**src/rtl/cpsr_unit_pkg.sv**
```systemverilog
// cpsr_unit_pkg: shared CPSR bit indices, processor mode encodings and small
// helpers for mode legality, SPSR banking and MSR byte-lane merging. The same
// bit indices are used by the condition-check logic.
package cpsr_unit_pkg;

    localparam int CPSR_N    = 31;
    localparam int CPSR_Z    = 30;
    localparam int CPSR_C    = 29;
    localparam int CPSR_V    = 28;
    localparam int CPSR_I    = 7;
    localparam int CPSR_F    = 6;
    localparam int CPSR_T    = 5;
    localparam int CPSR_M_HI = 4;
    localparam int CPSR_M_LO = 0;

    localparam logic [31:0] RESET_CPSR_DEFAULT = 32'h0000_00D3;

    typedef enum logic [4:0] {
        MODE_USR = 5'b10000,
        MODE_FIQ = 5'b10001,
        MODE_IRQ = 5'b10010,
        MODE_SVC = 5'b10011,
        MODE_ABT = 5'b10111,
        MODE_UND = 5'b11011,
        MODE_SYS = 5'b11111
    } mode_e;

    // True for the seven architecturally defined modes.
    function automatic logic mode_legal(input logic [4:0] mode);
        case (mode)
            MODE_USR, MODE_FIQ, MODE_IRQ, MODE_SVC,
            MODE_ABT, MODE_UND, MODE_SYS: return 1'b1;
            default:                      return 1'b0;
        endcase
    endfunction

    // True for the modes that own a banked SPSR (USR/SYS share none).
    function automatic logic mode_banked(input logic [4:0] mode);
        case (mode)
            MODE_FIQ, MODE_IRQ, MODE_SVC, MODE_ABT, MODE_UND: return 1'b1;
            default:                                          return 1'b0;
        endcase
    endfunction

    // Physical slot of a banked SPSR; non-banked modes map to slot 0 and
    // must be filtered with mode_banked() by the caller.
    function automatic logic [2:0] bank_idx(input logic [4:0] mode);
        case (mode)
            MODE_FIQ: return 3'd0;
            MODE_IRQ: return 3'd1;
            MODE_SVC: return 3'd2;
            MODE_ABT: return 3'd3;
            MODE_UND: return 3'd4;
            default:  return 3'd0;
        endcase
    endfunction

    // Replace each enabled byte lane {f,s,x,c} of old_v with new_v.
    function automatic logic [31:0] lane_merge(input logic [31:0] old_v,
                                               input logic [31:0] new_v,
                                               input logic [3:0]  fields);
        logic [31:0] res_v;
        res_v = old_v;
        for (int i = 0; i < 4; i++) begin
            if (fields[i]) begin
                res_v[i*8 +: 8] = new_v[i*8 +: 8];
            end else begin
                res_v[i*8 +: 8] = old_v[i*8 +: 8];
            end
        end
        return res_v;
    endfunction

endpackage

```
**src/rtl/cpsr_unit_spsr_bank.sv**
```systemverilog
// cpsr_unit_spsr_bank: five banked SPSRs (FIQ, IRQ, SVC, ABT, UND).
//   clk, reset   : clock and synchronous active-high reset (clears all SPSRs)
//   we/wmode/wdata : single write port; writes to non-banked modes are dropped
//   rd_mode      : mode selecting the read port
//   rd_data      : SPSR of rd_mode, 0 for USR/SYS or illegal modes
//   legal        : rd_mode is one of the seven defined modes
module cpsr_unit_spsr_bank
    import cpsr_unit_pkg::*;
(
    input  logic        clk,
    input  logic        reset,
    input  logic        we,
    input  logic [4:0]  wmode,
    input  logic [31:0] wdata,
    input  logic [4:0]  rd_mode,
    output logic [31:0] rd_data,
    output logic        legal
);

    logic [31:0] bank_r [5];
    logic [31:0] rd_data_s;

    // Banked SPSR storage with a single write port.
    always_ff @(posedge clk) begin
        if (reset) begin
            for (int i = 0; i < 5; i++) begin
                bank_r[i] <= 32'd0;
            end
        end else if (we && mode_banked(wmode)) begin
            bank_r[bank_idx(wmode)] <= wdata;
        end
    end

    // Read mux; modes without an SPSR read as zero.
    always_comb begin
        rd_data_s = 32'd0;
        if (mode_banked(rd_mode)) begin
            rd_data_s = bank_r[bank_idx(rd_mode)];
        end else begin
            rd_data_s = 32'd0;
        end
    end

    assign rd_data = rd_data_s;
    assign legal   = mode_legal(rd_mode);

endmodule

```
**src/rtl/cpsr_unit.sv**
```systemverilog
// cpsr_unit: CPSR plus banked SPSRs with prioritised update
// (exception entry > exception return > MSR CPSR > MSR SPSR > ALU flags).
//   clk, reset     : clock, synchronous active-high reset
//   inst_valid     : gates every instruction-originated update
//   flag_we/alu_nzcv/nzcv_mask : per-flag ALU update
//   msr_we/msr_spsr/msr_fields/msr_data : MSR write to CPSR or current SPSR
//   exc_req/exc_mode/exc_fiq   : exception entry (not gated by inst_valid)
//   exc_ret        : return, CPSR <= SPSR of current mode
//   cpsr           : registered CPSR
//   cpsr_next      : value cpsr takes at the next edge (same-cycle bypass)
//   spsr           : SPSR of the current registered mode, 0 in USR/SYS
//   exc_err        : registered one-cycle pulse on illegal entry/return
module cpsr_unit
    import cpsr_unit_pkg::*;
#(
    parameter logic [31:0] RESET_CPSR = 32'h0000_00D3
)(
    input  logic        clk,
    input  logic        reset,
    input  logic        inst_valid,
    input  logic        flag_we,
    input  logic [3:0]  alu_nzcv,
    input  logic [3:0]  nzcv_mask,
    input  logic        msr_we,
    input  logic        msr_spsr,
    input  logic [3:0]  msr_fields,
    input  logic [31:0] msr_data,
    input  logic        exc_req,
    input  logic [4:0]  exc_mode,
    input  logic        exc_fiq,
    input  logic        exc_ret,
    output logic [31:0] cpsr,
    output logic [31:0] cpsr_next,
    output logic [31:0] spsr,
    output logic        exc_err
);

    logic [31:0] cpsr_r;
    logic        err_r;
    logic [31:0] cpsr_next_s;
    logic        err_s;
    logic        bank_we_s;
    logic [4:0]  bank_wmode_s;
    logic [31:0] bank_wdata_s;
    logic [31:0] bank_rdata_s;
    logic        bank_legal_s;
    logic [4:0]  cur_mode_s;
    logic [3:0]  cpsr_fields_s;

    assign cur_mode_s = cpsr_r[CPSR_M_HI:CPSR_M_LO];

    // USR may only touch the flag byte; a c-lane write carrying an illegal
    // mode is dropped as a whole so the CPSR can never hold a bad mode.
    always_comb begin
        cpsr_fields_s = msr_fields;
        if (cur_mode_s == MODE_USR) begin
            cpsr_fields_s = msr_fields & 4'b1000;
        end else if (!mode_legal(msr_data[4:0])) begin
            cpsr_fields_s = msr_fields & 4'b1110;
        end else begin
            cpsr_fields_s = msr_fields;
        end
    end

    // Next-state selection: exactly one action per cycle, highest priority wins.
    always_comb begin
        cpsr_next_s  = cpsr_r;
        err_s        = 1'b0;
        bank_we_s    = 1'b0;
        bank_wmode_s = exc_mode;
        bank_wdata_s = cpsr_r;
        if (reset) begin
            cpsr_next_s = RESET_CPSR;
        end else if (exc_req) begin
            if (mode_banked(exc_mode)) begin
                bank_we_s    = 1'b1;
                bank_wmode_s = exc_mode;
                bank_wdata_s = cpsr_r;
                cpsr_next_s[CPSR_M_HI:CPSR_M_LO] = exc_mode;
                cpsr_next_s[CPSR_I] = 1'b1;
                cpsr_next_s[CPSR_F] = cpsr_r[CPSR_F] | exc_fiq;
                cpsr_next_s[CPSR_T] = 1'b0;
            end else begin
                err_s = 1'b1;
            end
        end else if (exc_ret && inst_valid) begin
            if (bank_legal_s && mode_banked(cur_mode_s)) begin
                cpsr_next_s = bank_rdata_s;
            end else begin
                err_s = 1'b1;
            end
        end else if (msr_we && inst_valid && !msr_spsr) begin
            cpsr_next_s = lane_merge(cpsr_r, msr_data, cpsr_fields_s);
        end else if (msr_we && inst_valid && msr_spsr) begin
            if (mode_banked(cur_mode_s)) begin
                bank_we_s    = 1'b1;
                bank_wmode_s = cur_mode_s;
                bank_wdata_s = lane_merge(bank_rdata_s, msr_data, msr_fields);
            end else begin
                bank_we_s = 1'b0;
            end
        end else if (flag_we && inst_valid) begin
            for (int i = 0; i < 4; i++) begin
                if (nzcv_mask[i]) begin
                    cpsr_next_s[CPSR_V + i] = alu_nzcv[i];
                end else begin
                    cpsr_next_s[CPSR_V + i] = cpsr_r[CPSR_V + i];
                end
            end
        end else begin
            cpsr_next_s = cpsr_r;
        end
    end

    // CPSR and error-pulse registers.
    always_ff @(posedge clk) begin
        if (reset) begin
            cpsr_r <= RESET_CPSR;
            err_r  <= 1'b0;
        end else begin
            cpsr_r <= cpsr_next_s;
            err_r  <= err_s;
        end
    end

    cpsr_unit_spsr_bank u_spsr_bank (
        .clk     (clk),
        .reset   (reset),
        .we      (bank_we_s),
        .wmode   (bank_wmode_s),
        .wdata   (bank_wdata_s),
        .rd_mode (cur_mode_s),
        .rd_data (bank_rdata_s),
        .legal   (bank_legal_s)
    );

    assign cpsr      = cpsr_r;
    assign cpsr_next = cpsr_next_s;
    assign spsr      = bank_rdata_s;
    assign exc_err   = err_r;

endmodule

```
**config.mk**
```make
export PLATFORM = sky130hd
export DESIGN_NAME = cpsr_unit
export DESIGN_NICKNAME = d
export VERILOG_FILES = /design/src/rtl/cpsr_unit_pkg.sv /design/src/rtl/cpsr_unit_spsr_bank.sv /design/src/rtl/cpsr_unit.sv
export SDC_FILE = /design/constraint.sdc
export NUM_CORES = 1
export LEC_CHECK = 0
export ABC_CLOCK_PERIOD_IN_PS = 4800
export BUFFER_PORTS_ARGS = -buffer_cell sky130_fd_sc_hd__buf_2
export CAP_MARGIN = 15
export CORE_ASPECT_RATIO = 0.9
export CORE_MARGIN = 1.5
export CORE_UTILIZATION = 58
export DETAILED_ROUTE_END_ITERATION = 10
export PLACE_DENSITY = 0.8
export SLEW_MARGIN = 10
export SYNTH_ARGS = -nofsm -noshare
export SYNTH_HDL_FRONTEND = slang
export SYNTH_HIERARCHICAL = 1
export SYNTH_SLANG_ARGS = --single-unit
```
**constraint.sdc**
```tcl
create_clock -name clk -period 4.8 [get_ports clk]
set_input_delay 0.48 -clock clk [delete_from_list [all_inputs] [get_ports clk]]
set_output_delay 0.48 -clock clk [all_outputs]
set_load 0.005 [all_outputs]
```
**Word level (Yosys, flattened, before mapping)**

Memories as Yosys holds them, arrays and structs flattened.
Index checks and enable logic that the tools add are counted.

- Flip-flop bits (word level): 33
- Bits in writable memories: 160
- Input bits: 58
- Memories: 1

- Equal/unequal tests: 24
- Multiplexer cells: 77
- Bitwise gates (word level): 1
- Reductions and logical operators: 14

Memories:

| memory | words | width | read ports | clocked after Yosys merged registers in | wr ports | RTL line | text |
|---|---|---|---|---|---|---|---|
| u_spsr_bank.bank_r | 5 | 32 | 1 | 0 | 5 | cpsr_unit_spsr_bank.sv:20 | `logic [31:0] bank_r [5];` |

Operator list:

| kind | number |
|---|---|
| two-way mux 32 bit | 13 |
| equality test 5 bit (second input constant) | 24 |
| two-way mux 8 bit | 10 |
| two-way mux 1 bit | 39 |
| OR reduction 32 bit | 1 |
| two-way mux 5 bit | 6 |
| two-way mux 24 bit | 1 |
| one-hot mux 3 bit (4 select lines) | 2 |
| two-way mux 3 bit | 5 |
| OR reduction 5 bit | 3 |
| OR reduction 7 bit | 2 |
| logical AND 1 bit | 7 |
| two-way mux 4 bit | 1 |
| logical NOT 1 bit | 1 |
| OR 1 bit | 1 |

**Longest topological paths before layout**

- Word-level depth: 24
- Mapped depth: 13
- Mapped depth without buffers: 9

**Hierarchy**

Netlist, hierarchy kept.

Modules (own cells, without submodules):

| module | times used | cells each | area each (um^2) | seq. area each (um^2) |
|---|---|---|---|---|
| cpsr_unit_spsr_bank | 1 | 762 | 8717.1 | 5765.5 |
| cpsr_unit | 1 | 411 | 3125.5 | 660.6 |

**Worst setup path after synthesis**

OpenSTA, ideal clock, no wires.

- Kind: reg2reg
- Start point: register cpsr_r[3], in the netlist cpsr[3]
- End point: memory u_spsr_bank.bank_r[2][0], enable pin
- Data arrival time: 3823 ps
- Data required time: 4372 ps
- Path slack: 549 ps
- Stages on the path, launching flop included: 10
- Path buffers: 3
- Path through: dfxtp_1 buf_2 nand2_1 a311o_1 nand4_1 buf_2 mux2_2 or3b_1 clkbuf_1 o21bai_1

RTL lines:

| item | RTL line | text |
|---|---|---|
| start: declaration | cpsr_unit.sv:38 | `logic [31:0] cpsr_r;` |
| start signal: assignment | cpsr_unit.sv:121 | `cpsr_r <= cpsr_next_s;` |
| end: declaration | cpsr_unit_spsr_bank.sv:20 |  |

**Worst setup path in the final report**

- Start point: register cpsr_r[3], in the netlist cpsr[3]
- End point: output port cpsr_next[3]

- Longest elaborated chain between the ends: 11
- Elaborated cells between the ends (all ways): 28
- Classes of those cells: eq/ne (7); mux (17); reduce/logical (3); memory (1)

RTL lines:

| item | RTL line | text |
|---|---|---|
| branches (longest 9 deep; another with memory (5 x 32 bit)) | -- |  |
| two-way mux 8 bit * | cpsr_unit.sv:74 | `end else if (exc_req) begin` |
| two-way mux 32 bit * | cpsr_unit.sv:72 | `if (reset) begin` |
| end: declaration | cpsr_unit.sv:33 | `output logic [31:0] cpsr_next,` |

Every way passes the cells marked *. The select of a mux whose other input is x is not followed.

==> out/results.ini <==
[routing]
vias=10400
wire_per_inst_um=22.3
drc_errors=0
route.antenna.remaining_nets=0
drtIter0Drc=1204
wirelength_mm=35.6
viasPerCell=6.50
first_pass_iters=7

[sta]
whs_ps=226
period_share=0.967
relSlewSlack=0.321
skew_ps=20.6
setup_viol=0
tns_ps=0
slew_violations=0
tightest_slew_ps=1010
hold_violations=0
clock.fmax_ghz=0.215
fin_crit_ps=4640
rsz0062_at_grt=false

[worst_setup_path]
regToRegStartpoint=cpsr[3]$_SDFF_PP0_
r2r_setup_slack_ps=670
path_class=reg -> out
required_ps=4320
crit_top_cell=buf_4
crit_path_start_kind=flop
critical_path.slowest_cell=nand3_2
endpoint_kind=output port
r2r_cells=8
crit_family=compound AO/OA/AOI/OAI gates
path_max_fanout=36
rr_endpoint=u_spsr_bank/bank_r[1][23]$_SDFFCE_PN0P_
worst-path-buf-inv=3
max_stage_delay_ps=650
crit_path_cell_trace=buf_4 -> nand3_2 -> buf_4 -> a22oi_1 -> o32ai_1 -> a21oi_1 -> a2111oi_0 -> buf_2
arrival_ps=4160

[hold_path]
hp-class=in -> reg
min_from=msr_data[10]
min_to=cpsr[10]$_SDFF_PP0_
holdPathStages=3

[global_route]
grt_pass1_vias=9963
grt_use_met3=0.0594
grt_usage=0.330
top_usage_layer=met2
grt_pass1_wl_mm=54.9
antenna_found_initial=0
grt_overflow=0
use_met1=0.435
use_met2=0.533
grt_max_degree=54

[floorplan]
initial_core_util=0.593
die-area_um2=21300
core_um2=20000
rows=49
die_height_um=139
io_pins=155
die_x_um=154

[power_and_ir_drop]
cellLeakagePower_nw=5.48
p_total_mw=5.14
ir_drop_mv=0.283
power_density_nw_per_um2=371

[clock_tree]
htree_levels=1
numClockSinks=225
cts_buffer_depth=3
cts_tree=built
post_cts_resized=0
clock_latency_ps=530
cts_root_buf=clkbuf_16
cts_buffers=24
cts_hold_buffers=0
cts_setup_buffers=0
cts.clk_slew.worst_paths_ps=60

[synthesis]
synth_area_um2=11800
syn_avg_cell_area_um2=10.1
yosys-mux-area-fraction=0.0563
async_reset_ff_frac=0
ys_seq_elements=225
synth_top_family_by_area=compound AO/OA/AOI/OAI gates
yosysWarnings=6
synth_compound_area_frac=0.214
synth_xor_area_frac=0
ys_seq_area_frac=0.543
synth_edf_count=192
synth_simple_gate_area_frac=0.130
synth_cell_types=58
netlist_instances=1173
synthAdderAreaFrac=0
yosys_most_used_dff=edfxtp_1

[placed_design]
gp_congestion=0.924
dp_hpwl_mm=22.5
port_buffers=154

[final_layout]
area_growth_pct=17.0
diodes=0
drive_gt1_frac=0.194
finalNetCount=1382

[outcome]
status=finished clean

[job]
maxCapViolCount=0

layout make-up:
class	count	area (µm²)
Inverter	71	267
Clock inverter	10	188
Tap cell	255	319
Multi-Input combinational cell	813	4890
Sequential cell	225	6430
Clock buffer	34	698
Timing Repair Buffer	189	1060
Fill cell	1499	6130
worst max path at each step:
| stage | from | end | slack [ps] | cells after the start |
|---|---|---|---|---|
| after global placement | cpsr[3]$_SDFF_PP0_ | u_spsr_bank/bank_r[0][18]$_SDFFCE_PN0P_ | 850 | 8 |
| after detailed placement | cpsr[3]$_SDFF_PP0_ | u_spsr_bank/bank_r[1][20]$_SDFFCE_PN0P_ | 720 | 8 |
| after CTS | cpsr[3]$_SDFF_PP0_ | cpsr_next[7] | 340 | 7 |
| final | cpsr[3]$_SDFF_PP0_ | cpsr_next[3] | 160 | 8 |
| after global routing | cpsr[3]$_SDFF_PP0_ | cpsr_next[27] | 70 | 8 |
| after floorplan | cpsr[3]$_SDFF_PP0_ | u_spsr_bank/bank_r[2][0]$_SDFFCE_PN0P_ | 550 | 9 |
cell usage after synthesis (all sizes together), types with 23 or more instances:
library cell	count	area, µm²
nor2	114	428
inv	70	263
a22oi	81	608
nand2	82	308
o21ai	173	866
o32ai	32	280
and2	69	434
edfxtp	192	5770
clkbuf	72	270
a21oi	42	210
dfxtp	33	661
buf	23	130
mux2i	61	611
worst register-to-register path, cell delays in order (launching register included):
cell	delay (ps)
dfxtp_2	770
nand2_1	110
a311o_1	410
nand4_1	230
mux2_2	390
or3b_1	390
or3b_1	420
nor3b_2	250
or2_2	780
sequential cells by signal, indices dropped and copies added, names as in the netlist:
signal and count:
exc_err 1, u_spsr_bank/bank_r 192, cpsr 32
metal layers:
| metal | wire (µm) | vias up | share of wire |
|---|---|---|---|
| met1 | 13500 | 4913 | 0.38 |
| li1 | - | 4609 | - |
| met2 | 16700 | 737 | 0.47 |
| met5 | 0 | - | 0 |
| met3 | 3830 | 123 | 0.11 |
| met4 | 1560 | 0 | 0.044 |
stage by stage:
step	setup WS (ps)	area, µm²	util	std cells
after floorplan	549	12000	-	1204
after global placement	852	13000	0.648	1552
after detailed placement	721	13000	0.648	1552
after CTS	340	13800	0.693	1596
after global routing	70.7	13900	0.693	1597
final	159	13900	0.693	1597
power breakdown:
group          switching, mW  total [mW]  internal (mW)
logic                  0.551       0.839          0.288
registers             0.0521        2.25           2.20
clock network          0.771        2.05           1.28
total                   1.37        5.14           3.77
cell families (layout without fill, tap and decap cells):
kind of cell           count (synthesis)  count (layout)
other                                  1              32
buffers and inverters                166             304
multiplexers                          66              66
flip-flops                           225             225
AO/OA/AOI/OAI                        394             394
AND/OR/NAND/NOR                      321             321
placed cells by master, fill, tap and decap left out, types with 3 or more instances in the layout:
cell,instances
edfxtp_1,192
o21ai_0,168
buf_2,154
nor2_1,113
nand2_1,82
a22oi_1,81
inv_1,70
and2_1,68
mux2i_1,61
a21oi_1,42
buf_4,32
o32ai_1,32
conb_1,32
dfxtp_1,31
clkbuf_16,24
nand3_1,10
a211oi_1,9
a2111oi_0,8
nand4_1,7
or2_2,6
o221a_2,6
o211ai_1,6
a221o_1,6
clkbuf_8,6
nor3b_1,5
mux2_2,5
o21ai_1,5
nor2b_1,5
bufinv_16,5
and3_1,4
nand3b_1,4
clkbuf_1,4
a21o_1,3
o21bai_2,3
No activity file was read; power rests on OpenSTA's default activity.
